==> src/rtl/ring_monitor.sv <==
// One-hot ring counter checker: encodes the active bit, counts revolutions,
// and raises sticky flags for corrupted, skipped or stalled patterns.
module ring_monitor #(
    parameter int unsigned WIDTH       = 8,
    parameter int unsigned PW          = $clog2(WIDTH),
    parameter int unsigned STALL_LIMIT = 16
) (
    input  logic             clk,
    input  logic             rst_n,
    input  logic [WIDTH-1:0] counter,
    input  logic             clear,
    output logic [PW-1:0]    position,
    output logic             pos_valid,
    output logic             locked,
    output logic [15:0]      rev_count,
    output logic             err_onehot,
    output logic             err_skip,
    output logic             err_stall,
    output logic             err_pulse,
    output logic [7:0]       err_count
);

    typedef enum logic {IDLE, TRACK} state_t;

    state_t        state;
    logic [PW-1:0] last_pos;
    logic [7:0]    hold_cnt;

    logic          onehot;
    logic [PW-1:0] idx;
    logic [PW-1:0] succ;
    logic          e_onehot;
    logic          e_skip;
    logic          e_stall;
    logic          any_err;
    logic          hold;
    logic          adv;
    logic          rev_done;

    // Decode the sample and find the legal successor of the last position
    always_comb begin
        onehot = (counter != '0) && ((counter & (counter - WIDTH'(1))) == '0);
        idx    = '0;
        for (int i = 0; i < WIDTH; i++) begin
            if (counter[i]) idx = PW'(i);
        end
        succ = (last_pos == PW'(WIDTH - 1)) ? '0 : last_pos + PW'(1);
    end

    // Classify the sample in priority order while tracking
    always_comb begin
        e_onehot = 1'b0;
        e_skip   = 1'b0;
        e_stall  = 1'b0;
        hold     = 1'b0;
        adv      = 1'b0;
        if (state == TRACK) begin
            if (!onehot) begin
                e_onehot = 1'b1;
            end else if (idx == last_pos) begin
                hold    = 1'b1;
                e_stall = ((hold_cnt + 8'd1) == 8'(STALL_LIMIT));
            end else if (idx == succ) begin
                adv = 1'b1;
            end else begin
                e_skip = 1'b1;
            end
        end
        any_err  = e_onehot | e_skip | e_stall;
        rev_done = adv && (last_pos == PW'(WIDTH - 1));
    end

    always_ff @(posedge clk or negedge rst_n) begin
        if (!rst_n) begin
            state      <= IDLE;
            last_pos   <= '0;
            hold_cnt   <= '0;
            position   <= '0;
            pos_valid  <= 1'b0;
            locked     <= 1'b0;
            rev_count  <= '0;
            err_onehot <= 1'b0;
            err_skip   <= 1'b0;
            err_stall  <= 1'b0;
            err_pulse  <= 1'b0;
            err_count  <= '0;
        end else begin
            err_pulse <= any_err;

            case (state)
                IDLE: begin
                    if (onehot) begin
                        state     <= TRACK;
                        last_pos  <= idx;
                        position  <= idx;
                        hold_cnt  <= '0;
                        locked    <= 1'b1;
                        pos_valid <= 1'b1;
                    end
                end
                TRACK: begin
                    if (any_err) begin
                        state     <= IDLE;
                        locked    <= 1'b0;
                        pos_valid <= 1'b0;
                    end else if (hold) begin
                        hold_cnt <= hold_cnt + 8'd1;
                    end else if (adv) begin
                        last_pos <= idx;
                        position <= idx;
                        hold_cnt <= '0;
                    end
                end
            endcase

            // A new event in the clear cycle survives the clear
            err_onehot <= (err_onehot & ~clear) | e_onehot;
            err_skip   <= (err_skip   & ~clear) | e_skip;
            err_stall  <= (err_stall  & ~clear) | e_stall;

            if (clear) begin
                err_count <= {7'd0, any_err};
            end else if (any_err && (err_count != 8'hFF)) begin
                err_count <= err_count + 8'd1;
            end

            if (clear) begin
                rev_count <= {15'd0, rev_done};
            end else if (rev_done) begin
                rev_count <= rev_count + 16'd1;
            end
        end
    end

endmodule

==> config.mk <==
export PLATFORM = sky130hd
export DESIGN_NAME = ring_monitor
export DESIGN_NICKNAME = d
export VERILOG_FILES = /design/src/rtl/ring_monitor.sv
export SDC_FILE = /design/constraint.sdc
export NUM_CORES = 1
export LEC_CHECK = 0
export ABC_AREA = 1
export CORE_ASPECT_RATIO = 1.25
export CORE_MARGIN = 1.5
export CORE_UTILIZATION = 60
export CTS_BUF_LIST = sky130_fd_sc_hd__clkbuf_4
export DETAILED_ROUTE_END_ITERATION = 16
export PLACE_DENSITY = 0.89
export SLEW_MARGIN = 0
export SYNTH_ARGS = -nofsm -noshare
export SYNTH_HDL_FRONTEND = slang
export SYNTH_SLANG_ARGS = --single-unit
==> constraint.sdc <==
create_clock -name clk -period 4.2 [get_ports clk]
set_input_delay 0.84 -clock clk [delete_from_list [all_inputs] [get_ports clk]]
set_output_delay 0.84 -clock clk [all_outputs]
set_load 0.01 [all_outputs]
# Word-level counts from Yosys, hierarchy flattened

Index checks and enable logic that the tools add are counted.

Bits in read-only memories: 0
Register bits after elaboration: 41
Memory bits (writable): 0
Memories kept: 0
Output and inout port bits: 33
Bits in latches: 0

Equality and inequality tests: 11
Bitwise logic cells: 11
Reductions and logical operators: 10
Multiplexer cells: 44
Multiply operators: 0
Divide/modulo/power cells: 0
$add $sub $neg: 5
Shift operators: 0
Magnitude comparators: 0

Operators with widths:

| kind                    | count |
|---|---|
| $mux W8                 | 6 |
| $mux W16                | 2 |
| $mux W3                 | 9 |
| $mux W1                 | 21 |
| $add A16 B1 Y16 const B | 1 |
| $add A8 B1 Y8 const B   | 2 |
| $pmux W8 S2             | 1 |
| $and A8 B8 Y8           | 1 |
| $eq A8 B5 Y1 const B    | 1 |
| $logic_not A8 Y1        | 1 |
| $ne A8 B8 Y1 const B    | 1 |
| $reduce_bool A8 Y1      | 1 |
| $sub A8 B1 Y8 const B   | 1 |
| $eq A3 B3 Y1            | 2 |
| $ne A2 B2 Y1 const B    | 3 |
| $pmux W3 S2             | 1 |
| $or A1 B1 Y1            | 5 |
| $mux W2                 | 2 |
| $ne A2 B1 Y1 const B    | 2 |
| $pmux W1 S2             | 2 |
| $reduce_and A4 Y1       | 1 |
| $reduce_bool A2 Y1      | 2 |
| $add A3 B1 Y3 const B   | 1 |
| $and A1 B1 Y1           | 3 |
| other kinds (6)         | 9 |

# Logic depth before layout (Yosys ltp)

Word-level depth: 17
Depth in mapped cells: 15

# Least setup slack after synthesis

OpenSTA, ideal clock, no wires.

Kind: input to register
Start: input counter[0]
End: register rev_count[2]
Setup time: 0.118 ns
Arrival time: 2.031 ns
Cell stages on the path: 12
Data required time: 4.082 ns
Path slack: 2.051 ns
Path buffers: 1
Path through: nor2_2 nand2_1 nor2_1 nor2_1 nor2_2 and2_4 nand2_2 nor2_4 nand3_4 buf_2 nand3_1 nand2_1

Word-level cells in the longest chain between the ends: 8
Elaborated cells between the ends (all ways): 9
Those cells by class: add/sub: 1; mux: 2; bitwise: 1; reduce/logical: 5

Ends and longest elaborated chain:

| what                                  | RTL line | text |
|---|---|---|
| start: declaration                    | 10       | `input logic [WIDTH-1:0] counter,` |
| $sub A8 B1 Y8                         | 42       | `onehot = (counter != '0) && ((counter & (counter - WIDTH'(1))) == '0);` |
| $and A8 B8 Y8                         | 42       |  |
| $logic_not A8 Y1                      | 42       |  |
| $logic_and A1 B1 Y1 *                 | 42       |  |
| $mux W1 *                             | 58       | `if (!onehot) begin` |
| $mux W1 *                             | 57       | `if (state == TRACK) begin` |
| $logic_and A1 B1 Y1 *                 | 70       | `rev_done = adv && (last_pos == PW'(WIDTH - 1));` |
| $reduce_bool A2 Y1 (no source line) * | n/a      |  |
| end signal: assignment                | 128      | `rev_count <= {15'd0, rev_done};` |
| end signal: assignment                | 130      | `rev_count <= rev_count + 16'd1;` |
| end: declaration                      | 15       | `output logic [15:0] rev_count,` |

Mark *: on every way between the ends. The rest lies on a longest branch, timed or not.
A chain may end at the register's enable or synchronous reset.

# Worst setup path after layout

Start: input counter[6]
End: register err_count[2]

Word-level cells in the longest chain between the ends: 11
Elaborated cells between the ends (all ways): 22
Those cells by class: add/sub: 1; eq/ne: 2; mux: 11; bitwise: 3; reduce/logical: 5

Ends and longest elaborated chain:

| what                                                  | RTL line | text |
|---|---|---|
| branches (longest 8 deep; another with $sub A8 B1 Y8) | n/a      |  |
| $or A1 B1 Y1 *                                        | 69       | `any_err = e_onehot \| e_skip \| e_stall;` |
| $logic_and A1 B1 Y1 *                                 | 123      | `end else if (any_err && (err_count != 8'hFF)) begin` |
| $reduce_bool A2 Y1 (no source line) *                 | n/a      |  |
| end signal: assignment                                | 122      | `err_count <= {7'd0, any_err};` |
| end signal: assignment                                | 124      | `err_count <= err_count + 8'd1;` |
| end: declaration                                      | 20       | `output logic [7:0] err_count` |

Every way passes the cells marked *.

==> out/results.tsv <==
metric	value	unit
finalCritPeriodShare	62.3	%
final_design_area_no_fill	3200	um2
synthTopCellsByArea	dfrtp_1 38%, nand2_1 16%, nand3_1 9.4%	
cts.path.max_buffers	2	
insertion_delay	0.36	ns
p_leak	1.59	nW
root_buffer	clkbuf_4	
synth.distinct_cells	31	
cts_sinks	41	
antenna_cells	0	
wirelength	5900	um
status	completed	
drt-wirelength-per-cell	12.7	um
grt_antenna_before_repair	0	
hpwl	4330	um
p_total	0.000860	W
slew_violations	0	
ys_seq_area_share	38.5	%
yosysWarningCount	0	
netlist_area	2670	um2
whs	0.514	ns
numCtsBuffers	5	
synth_top_cell_by_area	dfrtp_1	
worst_pin_slew	0.910	ns
io_buffers	43	
postCtsSetupBuffers	0	
crit_arrival	2.87	ns
ant_nets	0	
drt_iter0_drc	136	
grt_use_total	26.2	%
rsz0062_at_grt	false	
syn_avg_cell_area	7.27	um2
design.portCount	44	
crit_required	4.46	ns
drt_pass1_iterations	5	
start_util	64.1	%
cts_resized	0	
worstSetupEndpointType	flip-flop	
postCtsHoldBufs	0	
gp_congestion	0.871	
final_common_cell	nand2_1	
ys_seq_elements	41	
fin_setup_tns	0	ns
fmax	382	MHz
htree_num_levels	2	
postPlaceCellArea	3120	um2
critPathKind	in -> reg	
grt_max_degree	42	
grt_pass1_vias	2384	
slew_headroom	39.4	%
hold_viol	0	
grt_pass1_wl	10400	um
num_vias	2544	
mostFrequentLayoutCells	113 x nand2_1, 50 x nand3_1, 42 x clkdlybuf4s50_1	
path_max_fanout	11	
hp-class	reg -> reg	
coreArea	4160	um2
power_density	269	nW/um2
tritoncts	done	
num_rows	26	
setup_viol	0	
ir_drop	0.000177	V
viasPerCell	5.46	
min_period	2.62	ns
synth_fp_nets	383	
drc	0	
grt.overflow.total	0	
skew	0.0140	ns
synth.top_cell.area_share	38.5	%
critical_path.startpoint_type	primary input	
clk_pin_slew	0.14	ns
die-area	4860	um2
syn-instance-count	367	
die-width	62.6	um
drive_gt1_share	8.05	%
max-cap-violations	0	
die_h	77.6	um
syn_to_final_growth	20.0	%
nNetsFinal	425	
==> final cells by class <==
cell class | instances | area [um2]
tap | 56 | 70.1
inverter | 30 | 113
timing repair buffer | 44 | 433
fill | 331 | 963
multi-input combinational | 287 | 1480
clock buffer | 5 | 37.5
sequential | 41 | 1030
clock inverter | 3 | 46.3
==> cells in the mapped netlist, drive strengths merged <==
cell and count:
a21oi 1, a31oi 1, and2 1, buf 7, clkbuf 2, dfrtp 41
ha 5, inv 30, nand2 120, nand3 54, nand3b 4, nand4 14
nor2 48, nor3 1, nor3b 1, nor4 1, o21ai 13, o21bai 1
or2 1, xor2 21
==> critical path, cell delays in order <==
cell and delay (ns):
clkdlybuf4s50_1 0.50, nor2_4 0.22, nand2_2 0.10, nand2_1 0.07, nand2_1 0.05, nor2_1 0.15
nand3_2 0.15, nor2_4 0.17, nand2_4 0.10, nand3_2 0.20, nand2_2 0.16, nand3_1 0.10
nand2_1 0.05
==> through the flow <==
step / util (%) / std cells / worst slack (ns)
floorplan: - / 367 / 2.05
global placement: 74.8 / 458 / 1.23
detailed placement: 74.8 / 458 / 1.20
CTS: 76.9 / 466 / 1.58
global route: 76.9 / 466 / 1.39
finish: 76.9 / 466 / 1.58
==> layer usage <==
metal  vias up  wire (um)  GRT usage [%]
li1       1279          -              -
met4         0        146           10.0
met2        81       3050           47.8
met1      1168       2470           31.0
met5         -          0              0
met3        16        227           3.77
==> cell families (layout without fill, tap and decap cells) <==
kind of cell | Yosys count | in the layout | share of synthesized area, %
fa+ha+maj | 5 | 5 | 2.35
xor+xnor | 21 | 21 | 6.90
compound gates | 16 | 16 | 3.14
flops | 41 | 41 | 38.5
buf+inv | 39 | 82 | 6.24
simple gates | 245 | 245 | 42.9
==> registers in the layout (all words and copies together), names as in the netlist <==
| signal | count |
|---|---|
| state | 1 |
| hold_cnt | 8 |
| locked | 1 |
| last_pos | 3 |
| err_count | 8 |
| err_stall | 1 |
| err_pulse | 1 |
| rev_count | 16 |
| err_skip | 1 |
| err_onehot | 1 |
==> where the power goes <==
group | leakage, nW | switching, W | internal, W
clock network | 0.0414 | 0.000142 | 0.000126
logic | 0.980 | 0.0000933 | 0.0000704
registers | 0.565 | 0.0000189 | 0.000410
total | 1.59 | 0.000254 | 0.000606
==> worst paths after layout <==
path                              from             to  slack, ns  cells past startpoint
max in group asynchronous        rst_n  rev_count[11]       3.04                      1
min in group asynchronous        rst_n    last_pos[0]       0.59                      1
min reg2reg                  err_stall      err_stall       0.51                      2
min                          err_stall      err_stall       0.51                      2
max                         counter[6]   err_count[2]       1.58                     13
max reg2reg                last_pos[0]   err_count[2]       1.82                     12
(Power assumes the default switching activity.)
